--- config.mk ---
export PLATFORM = sky130hd
export DESIGN_NAME = grf_wb_arbiter
export DESIGN_NICKNAME = d
export VERILOG_FILES = /design/src/rtl/grf_arb_pkg.sv /design/src/rtl/grf_wb_fifo.sv /design/src/rtl/grf_wb_arbiter.sv
export SDC_FILE = /design/constraint.sdc
export NUM_CORES = 1
export LEC_CHECK = 0
export CAP_MARGIN = 20
export CORE_MARGIN = 3
export CORE_UTILIZATION = 38
export CTS_CLUSTER_DIAMETER = 120
export DETAILED_ROUTE_END_ITERATION = 12
export HOLD_SLACK_MARGIN = 0.15
export PLACE_DENSITY = 0.72
export RECOVER_POWER = 25
export SYNTH_ARGS = -nofsm -noshare
export SYNTH_HDL_FRONTEND = slang
export SYNTH_SLANG_ARGS = --single-unit
export TNS_END_PERCENT = 50
--- constraint.sdc ---
create_clock -name clk -period 4.37 [get_ports clk]
set_input_delay 1.311 -clock clk [delete_from_list [all_inputs] [get_ports clk]]
set_output_delay 1.311 -clock clk [all_outputs]
set_load 0.01 [all_outputs]
--- src/rtl/grf_arb_pkg.sv ---
// ============================================================================
//  Module      : grf_arb_pkg
//  Description : Shared types and constants for the GRF writeback arbiter.
//  Revision    : 1.0 - initial release
// ============================================================================
`default_nettype none

package grf_arb_pkg;

  localparam int REG_AW = 5;
  localparam int DATA_W = 32;

  localparam logic [REG_AW-1:0] REG_ZERO = 5'd0;

  // One register-file write: destination, value and the PC that produced it.
  typedef struct packed {
    logic [REG_AW-1:0] addr;
    logic [DATA_W-1:0] data;
    logic [DATA_W-1:0] pc;
  } wb_req_t;

  // True when a decode read address refers to a real register held in an entry.
  function automatic logic addr_hit(input logic [REG_AW-1:0] rd_addr,
                                    input logic [REG_AW-1:0] ent_addr);
    return (rd_addr != REG_ZERO) && (rd_addr == ent_addr);
  endfunction

endpackage

`default_nettype wire

--- src/rtl/grf_wb_fifo.sv ---
// ============================================================================
//  Module      : grf_wb_fifo
//  Description : Registered (no fall-through) FIFO of pending aux writebacks.
//                Exposes head, full/empty and per-entry valid+addr so the
//                parent can run a scoreboard CAM over buffered results.
//  Revision    : 1.0 - initial release
// ============================================================================
`default_nettype none

module grf_wb_fifo
  import grf_arb_pkg::*;
#(
  parameter int DEPTH = 4
) (
  input  logic                          clk,
  input  logic                          reset,
  input  logic                          push,
  input  wb_req_t                       push_data,
  input  logic                          pop,
  output logic                          full,
  output logic                          empty,
  output wb_req_t                       head,
  output logic [DEPTH-1:0]              ent_valid,
  output logic [DEPTH-1:0][REG_AW-1:0]  ent_addr
);

  localparam int              PTR_W      = $clog2(DEPTH);
  localparam logic [PTR_W:0]  C_FULL_CNT = (PTR_W+1)'(DEPTH);

  logic [PTR_W-1:0] wr_ptr_q, wr_ptr_d;
  logic [PTR_W-1:0] rd_ptr_q, rd_ptr_d;
  logic [PTR_W:0]   count_q,  count_d;
  logic [DEPTH-1:0] valid_q,  valid_d;
  wb_req_t          mem_q [DEPTH];
  wb_req_t          mem_d [DEPTH];

  logic w_push;
  logic w_pop;

  assign full      = (count_q == C_FULL_CNT);
  assign empty     = (count_q == '0);
  assign head      = mem_q[rd_ptr_q];
  assign ent_valid = valid_q;

  // Ignore requests that would overflow or underflow; pointers wrap at DEPTH.
  assign w_push = push && !full;
  assign w_pop  = pop  && !empty;

  generate
    for (genvar i = 0; i < DEPTH; i++) begin : g_ent_addr
      assign ent_addr[i] = mem_q[i].addr;
    end
  endgenerate

  // Next-state for storage, pointers, occupancy and per-entry valid bits.
  always_comb begin
    mem_d    = mem_q;
    valid_d  = valid_q;
    wr_ptr_d = wr_ptr_q;
    rd_ptr_d = rd_ptr_q;
    count_d  = count_q + (PTR_W+1)'(w_push) - (PTR_W+1)'(w_pop);
    if (w_push) begin
      mem_d[wr_ptr_q]   = push_data;
      valid_d[wr_ptr_q] = 1'b1;
      wr_ptr_d          = wr_ptr_q + 1'b1;
    end
    if (w_pop) begin
      valid_d[rd_ptr_q] = 1'b0;
      rd_ptr_d          = rd_ptr_q + 1'b1;
    end
  end

  // Control state register; reset drops everything buffered.
  always_ff @(posedge clk) begin
    if (reset) begin
      wr_ptr_q <= '0;
      rd_ptr_q <= '0;
      count_q  <= '0;
      valid_q  <= '0;
    end else begin
      wr_ptr_q <= wr_ptr_d;
      rd_ptr_q <= rd_ptr_d;
      count_q  <= count_d;
      valid_q  <= valid_d;
    end
  end

  // Payload storage; contents are qualified by valid_q so no reset is needed.
  always_ff @(posedge clk) begin
    mem_q <= mem_d;
  end

endmodule

`default_nettype wire

--- src/rtl/grf_wb_arbiter.sv ---
// ============================================================================
//  Module      : grf_wb_arbiter
//  Description : Shares the single GRF write port between the main pipeline
//                writeback (fixed priority) and a buffered multi-cycle aux
//                unit. Provides a starvation stall and a pending-write
//                scoreboard for decode.
//  Options     : GRF_TRACE_EN - print every granted non-$0 write at posedge.
//  Revision    : 1.0 - initial release
// ============================================================================
`default_nettype none

module grf_wb_arbiter
  import grf_arb_pkg::*;
#(
  parameter int DEPTH        = 4,
  parameter int STARVE_LIMIT = 8
) (
  input  logic              clk,
  input  logic              reset,
  input  logic              wb_valid,
  input  logic [REG_AW-1:0] wb_addr,
  input  logic [DATA_W-1:0] wb_data,
  input  logic [DATA_W-1:0] wb_pc,
  input  logic              aux_valid,
  output logic              aux_ready,
  input  logic [REG_AW-1:0] aux_addr,
  input  logic [DATA_W-1:0] aux_data,
  input  logic [DATA_W-1:0] aux_pc,
  input  logic [REG_AW-1:0] rs_addr,
  input  logic [REG_AW-1:0] rt_addr,
  output logic              busy_rs,
  output logic              busy_rt,
  output logic              stall_req,
  output logic              grf_we,
  output logic [REG_AW-1:0] grf_a3,
  output logic [DATA_W-1:0] grf_wd,
  output logic [DATA_W-1:0] grf_wpc
);

  localparam int              SW            = $clog2(STARVE_LIMIT + 1);
  localparam logic [SW-1:0]   C_STARVE_LAST = SW'(STARVE_LIMIT - 1);

  logic [SW-1:0] starve_q, starve_d;

  logic                          w_full;
  logic                          w_empty;
  wb_req_t                       w_head;
  wb_req_t                       w_aux_req;
  logic [DEPTH-1:0]              w_ent_valid;
  logic [DEPTH-1:0][REG_AW-1:0]  w_ent_addr;
  logic                          w_push;
  logic                          w_pop;
  logic                          w_pipe_grant;
  logic                          w_head_denied;

  assign w_aux_req = '{addr: aux_addr, data: aux_data, pc: aux_pc};

  // $0 aux results are handshaken but never stored.
  assign aux_ready     = reset || !w_full;
  assign w_push        = !reset && aux_valid && !w_full && (aux_addr != REG_ZERO);

  // Pipeline writes to $0 do not claim the port, letting the FIFO head through.
  assign w_pipe_grant  = wb_valid && (wb_addr != REG_ZERO);
  assign w_pop         = !reset && !w_pipe_grant && !w_empty;
  assign w_head_denied = !reset && w_pipe_grant && !w_empty;

  // The denial that would make the head wait STARVE_LIMIT cycles raises the stall.
  assign stall_req     = w_head_denied && (starve_q == C_STARVE_LAST);

  grf_wb_fifo #(
    .DEPTH (DEPTH)
  ) u_fifo (
    .clk       (clk),
    .reset     (reset),
    .push      (w_push),
    .push_data (w_aux_req),
    .pop       (w_pop),
    .full      (w_full),
    .empty     (w_empty),
    .head      (w_head),
    .ent_valid (w_ent_valid),
    .ent_addr  (w_ent_addr)
  );

  // Write-port mux: pipeline first, then FIFO head, otherwise idle (all zero).
  always_comb begin
    grf_we  = 1'b0;
    grf_a3  = REG_ZERO;
    grf_wd  = '0;
    grf_wpc = '0;
    if (!reset) begin
      if (w_pipe_grant) begin
        grf_we  = 1'b1;
        grf_a3  = wb_addr;
        grf_wd  = wb_data;
        grf_wpc = wb_pc;
      end else if (!w_empty) begin
        grf_we  = 1'b1;
        grf_a3  = w_head.addr;
        grf_wd  = w_head.data;
        grf_wpc = w_head.pc;
      end
    end
  end

  // Scoreboard CAM: a register is busy while any valid entry targets it,
  // including the entry leaving this cycle.
  always_comb begin
    busy_rs = 1'b0;
    busy_rt = 1'b0;
    for (int i = 0; i < DEPTH; i++) begin
      if (w_ent_valid[i] && addr_hit(rs_addr, w_ent_addr[i])) busy_rs = 1'b1;
      if (w_ent_valid[i] && addr_hit(rt_addr, w_ent_addr[i])) busy_rt = 1'b1;
    end
    if (reset) begin
      busy_rs = 1'b0;
      busy_rt = 1'b0;
    end
  end

  // Starve counter: counts head denials, cleared by a pop, an empty FIFO or a stall.
  always_comb begin
    starve_d = starve_q;
    if (w_empty || w_pop || stall_req) begin
      starve_d = '0;
    end else if (w_head_denied) begin
      starve_d = starve_q + SW'(1);
    end
  end

  // Starve counter register.
  always_ff @(posedge clk) begin
    if (reset) begin
      starve_q <= '0;
    end else begin
      starve_q <= starve_d;
    end
  end

`ifdef GRF_TRACE_EN
  // Commit trace of every real register write.
  always_ff @(posedge clk) begin
    if (grf_we && (grf_a3 != REG_ZERO)) begin
      $display("@%h: $%d <= %h", grf_wpc, grf_a3, grf_wd);
    end
  end
`else
`endif

endmodule

`default_nettype wire

* Word-level counts from Yosys, hierarchy flattened
Cells that the tools add are included.
** Cells by class
- Add/sub/neg operators :: 5
- Multipliers :: 0
- Divide/modulo/power cells :: 0
- $lt $le $gt $ge :: 7
- Equal/unequal tests :: 10
- Shifts and indexed selects :: 0
- Muxes and demuxes :: 34
- Bitwise operators :: 5
- Reduce and logical (&&, ||, !) cells :: 43
** Operators by type and width (number)
- 276-bit bitwise mux :: 1
- 69-bit 2-to-1 mux :: 3
- 32-bit 2-to-1 mux :: 6
- 69-bit binary-select mux with 2-bit select :: 1
- 69-bit demux with 2-bit select :: 1
- 5-bit == test :: 8
- 1-bit logical AND :: 30
- 5-bit nonzero test :: 4
- 1-bit 2-to-1 mux :: 15
- 5-bit 2-to-1 mux :: 3
- 4-bit 2-to-1 mux :: 2
- 3-bit >= comparator, second input constant :: 2
- 2-bit by 3-bit < comparator with 1-bit output, second input constant :: 2
- 2-bit inverter with 3-bit output :: 2
- 2-bit by 1-bit adder with 2-bit output, second input constant :: 2
- 4-bit by 1-bit adder with 4-bit output, second input constant :: 1
- 4-bit bitwise AND :: 1
- 1-bit demux with 2-bit select :: 2
- 4-bit by 3-bit == test with 1-bit output, second input constant :: 1
- 2-bit by 1-bit >= comparator with 1-bit output, second input constant :: 2
- 1-bit zero test :: 4
- 4-bit inverter :: 1
- 4-bit OR :: 1
- 3-bit by 1-bit adder with 3-bit output :: 1
- 6 further kinds :: 8
** Storage, ports and cells
- Flip-flop bits (word level) :: 291
- Bits in latches :: 0
- Memory bits (writable) :: 0
- Bits in read-only memories :: 0
- Input bits :: 152
- Output and inout bits :: 74
- Memories :: 0

* Logic depth before layout (Yosys ltp)
- Word-level depth :: 8
- Depth in mapped cells :: 12

* Hierarchy
A second synthesis with hierarchy kept.
** Unflattened totals
- Cell total of the unflattened synthesis :: 627
- Area, all modules :: 12170.4 µm²
** By module, submodules not included
- grf_wb_fifo :: instances 1, cells each 445, area each 10690.3 µm², seq. area each 8508.2 µm²
- grf_wb_arbiter :: instances 1, cells each 182, area each 1480.2 µm², seq. area each 80.1 µm²

* Least setup slack after synthesis
Ideal clock, no wire load.
- Path kind :: input port to flip-flop
- Start point :: in reset
- End point :: reg u_fifo.mem_q (netlist bit u_fifo.ent_addr[0]), enable pin
- Setup time :: 0.434 ns
- Arrival time :: 3.800 ns
- Data required time :: 3.936 ns
- Path slack :: 0.136 ns
- Stages on the path :: 4
- Path through :: buf_2 -> nor4b_1 -> clkbuf_1 -> and2_1
** On the way
- Longest elaborated chain between the ends :: 5
** RTL lines
- start, declared :: RTL line grf_wb_arbiter.sv:19 : input logic reset,
- 1-bit zero test
- 1-bit logical AND (3 in a row) :: RTL line grf_wb_arbiter.sv:60 : assign w_push = !reset && aux_valid && !w_full && (aux_addr != REG_ZERO);
- 1-bit logical AND :: RTL line grf_wb_fifo.sv:46 : assign w_push = push && !full;
- net u_fifo.w_push :: RTL line grf_wb_fifo.sv:37 : logic w_push;
- end signal, assigned :: RTL line grf_wb_fifo.sv:90 : mem_q <= mem_d;
- end, declared :: RTL line grf_wb_fifo.sv:34 : wb_req_t mem_q [DEPTH];
The timed path passes the listed nets, and every way through them passes these cells.
A chain may end at the register's enable or synchronous reset.

* Worst setup path in the final report
- Start point :: in wb_addr[2]
- End point :: out grf_wd[8]
** On the way
- Longest elaborated chain between the ends :: 4
** RTL lines
- start, declared :: RTL line grf_wb_arbiter.sv:21 : input logic [REG_AW-1:0] wb_addr,
- 5-bit nonzero test :: RTL line grf_wb_arbiter.sv:63 : assign w_pipe_grant = wb_valid && (wb_addr != REG_ZERO);
- 1-bit logical AND :: RTL line grf_wb_arbiter.sv:63
- 32-bit 2-to-1 mux :: RTL line grf_wb_arbiter.sv:92 : if (w_pipe_grant) begin
- 32-bit 2-to-1 mux :: RTL line grf_wb_arbiter.sv:91 : if (!reset) begin
- end, declared :: RTL line grf_wb_arbiter.sv:36 : output logic [DATA_W-1:0] grf_wd,
Every way passes these cells.

==> summary.md <==
| Metric | Value |
|---|---|
| Clk_lat worst skew | 0.54 ns |
| Global route total overflow | 0 |
| Synth unique cells | 35 |
| Top-count cell post-synth | edfxtp_1 |
| Final hold viol count | 0 |
| Worst Tran Pin Value | 0.609 ns |
| Width of the chip | 183 um |
| FF+latch count, synth | 291 |
| Delay-heaviest family, CP | buffers and inverters |
| Status | complete, but fails checks |
| Drt via density | 5.28 |
| Setup crit end kind | output port |
| Data arrival, critical path | 3.11 ns |
| Rel. slew slack | 59.4% |
| Largest net degree at the start of global routing | 38 |
| Ys flop type | edfxtp_1 |
| Die Ht | 183 um |
| Clk sink count | 291 |
| Mean Syn Cell Area | 19.8 um2 |
| WP buf/inv | 5 |
| Vias in the first global route | 7,167 |
| Setup WS pre-CTS | -0.539 ns |
| Crit Path Max Fanout | 9 |
| Final Cycle Share | 101% |
| Area Overhead vs Synth | 34.1% |
| Syn Nets | 766 |
| Starting Density | 38.7% |
| CP startpoint kind | input port |
| MaxCap Viol Count | 0 |
| Static Leak | 5.46 nW |
| Gate Count Post-Synth | 603 |
| First-pass GRT wire length | 42.6 mm |
| Final setup fails | 6 |
| VDD IR-drop max | 0.333 mV |
| Crit-path cells | buf_6, or4_4, o21ai_4, and2_4, buf_12, buf_4, clkbuf_16, a22o_1, clkdlybuf4s15_1 |
| Drt wl/cell | 22.0 um |
| Pwr Density | 466 nW/um2 |
| Initial antenna violation count | 4 |
| Final Critical Period | 4.42 ns |
| # IOs | 226 |
| Vias | 6,773 |
| GP Congestion | 0.851 |
| Antenna viol nets, final | 0 |
| DR pass1 iterations | 5 |
| Share of flip-flops with an asynchronous set or reset | 0% |
| Core Box Area | 30,700 um2 |
| Setup slack after layout | -0.0473 ns |
| TritonCTS clock tree | built |
| Yosys top cell area share | 69.6% |
| CTS clk-pin slew, worst paths | 0.06 ns |
| Fin nets | 1,024 |
| PortBufs | 225 |
| Synth top area cells | edfxtp_1 (70%), mux4_2 (13%), a22o_1 (5.1%) |
| DRT iter0 DRCs | 536 |
| Slowest stage cell, crit path | or4_4 |
| Root Buffer | clkbuf_16 |
| Synthesized cell area | 11,900 um2 |
| Worst Path Required | 3.06 ns |
| Min-Delay Path Class | register to register |
| DRC | 0 |
| RSZ-0062 raised after global routing | yes |
| Final instance area | 16,000 um2 |
| FILL cells | 2,487 |
| Fmax | 226 MHz |
| Drt total wl | 28.2 mm |
| Failing checks | setup timing |
| Final HPWL DP | 17.0 mm |
| Post-synth EDFFs | 276 |
| CTS H-tree lvls | 1 |
| Die Area | 33,500 um2 |
| WS Path Type | input port to output port |
| Num CTS Buffers | 30 |
| Top cells by count, synth | edfxtp_1 (276), a22o_1 (69), mux4_2 (69) |
| Synth warnings | 0 |
| GRT Total Usage | 16.6% |
| Final Max Tran Viols | 0 |
| Maximum clock insertion buffer count | 3 |
| Std cell rows | 64 |
| Clock Skews | 0.00845 ns |
| Synth area leader | edfxtp_1 |
| Share of cells above drive strength 1 | 27.2% |
| Biggest cell delay along the critical path | 0.53 ns |
| Seq/Total Area, Yosys | 72.1% |
| Setup TNS | -0.242 ns |
| Post-place instance area | 14,800 um2 |
-- cells in the final DEF (no fill, tap or decap), drive strengths merged, types with 2 or more instances in the layout --
cell	netlist	final
dlygate4sd2	0	3
clkinv	0	7
and2	5	5
a31oi	4	4
nor2	13	13
nor4	8	8
edfxtp	276	276
mux4	69	69
nand3	5	5
and3	2	2
clkbuf	23	76
clkinvlp	0	2
or4	4	4
o21bai	2	2
a211oi	4	4
nand2b	3	3
clkdlybuf4s15	0	10
buf	22	76
ha	10	10
dlymetal6s2s	0	4
clkdlybuf4s50	0	105
a22o	69	69
xor2	35	35
bufinv	0	4
dlygate4sd3	0	40
a21oi	5	5
xnor2	11	11
dfxtp	15	15
nor2b	2	2
inv	6	6
-- cell type report --
class | instances | area (um2) | area share, %
Sequential cell | 291 | 8600 | 53.8
Multi-Input combinational cell | 261 | 3170 | 19.8
Timing Repair Buffer | 271 | 2640 | 16.5
Clock buffer | 43 | 883 | 5.53
Tap cell | 396 | 495 | 3.10
Clock inverter | 13 | 166 | 1.04
Inverter | 6 | 22.5 | 0.141
Antenna cell | 1 | 2.50 | 0.0157
-- sequential cells by signal, indices dropped and copies added (netlist names) --
register and flops:
u_fifo.mem_q 256, u_fifo.ent_addr 20, starve_q 4, u_fifo.ent_valid 4
u_fifo.count_q 3, u_fifo.rd_ptr_q 2, u_fifo.wr_ptr_q 2
-- metrics by stage --
stage               util [%]  cells  hold WS, ns  total power, W
floorplan                  -    603        0.418         0.00418
global placement        48.3   1207        0.431         0.00481
detailed placement      48.3   1207        0.449         0.00483
CTS                     52.4   1281        0.456         0.00757
global route            52.0   1282        0.470         0.00776
finish                  52.0   1282        0.451         0.00745
-- per-layer routing --
metal | vias up | wire length (um) | GRT usage, %
li1 | 3014 | - | -
met1 | 3478 | 12100 | 22.7
met2 | 237 | 13600 | 27.8
met3 | 40 | 2000 | 3.45
met4 | 4 | 482 | 3.41
met5 | - | 27 | 0
-- where the power goes --
part | leakage [nW] | total, W | switching (W) | internal, W
Sequential | 2.63 | 0.00329 | 0.000107 | 0.00318
Clock | 0.508 | 0.00264 | 0.00100 | 0.00164
Combinational | 2.32 | 0.00152 | 0.000677 | 0.000844
Total | 5.46 | 0.00745 | 0.00178 | 0.00566
-- cells by family after synthesis --
group / share of synthesized area (%)
buffers and inverters: 1.90
AOI/OAI and AO/OA: 6.01
muxes: 13.2
adders and majority gates: 1.22
xor gates and xnor gates: 3.38
DFF: 72.1
and+or+nand+nor: 2.19
-- worst paths after layout --
kind                            slack (ns)                            to  depth (start not counted)                         start
worst min-delay path                  0.45      starve_q[0]$_SDFFE_PP0P_                          1      starve_q[0]$_SDFFE_PP0P_
worst max register to register        1.53  u_fifo.count_q[2]$_SDFF_PP0_                         14  u_fifo.count_q[1]$_SDFF_PP0_
worst max-delay path                 -0.05                     grf_wd[8]                          9                    wb_addr[2]
worst min register to register        0.45      starve_q[0]$_SDFFE_PP0P_                          1      starve_q[0]$_SDFFE_PP0P_
-- timing repair --
item | CTS | global route
hold buffers | 0 | 0
gates cloned | 6 | 1
resized for setup | 231 | 45
setup endpoints to repair | 73 | 70
buffers inserted | 13 | 1
pin swaps | 10 | 6
(Power assumes the default switching activity.)
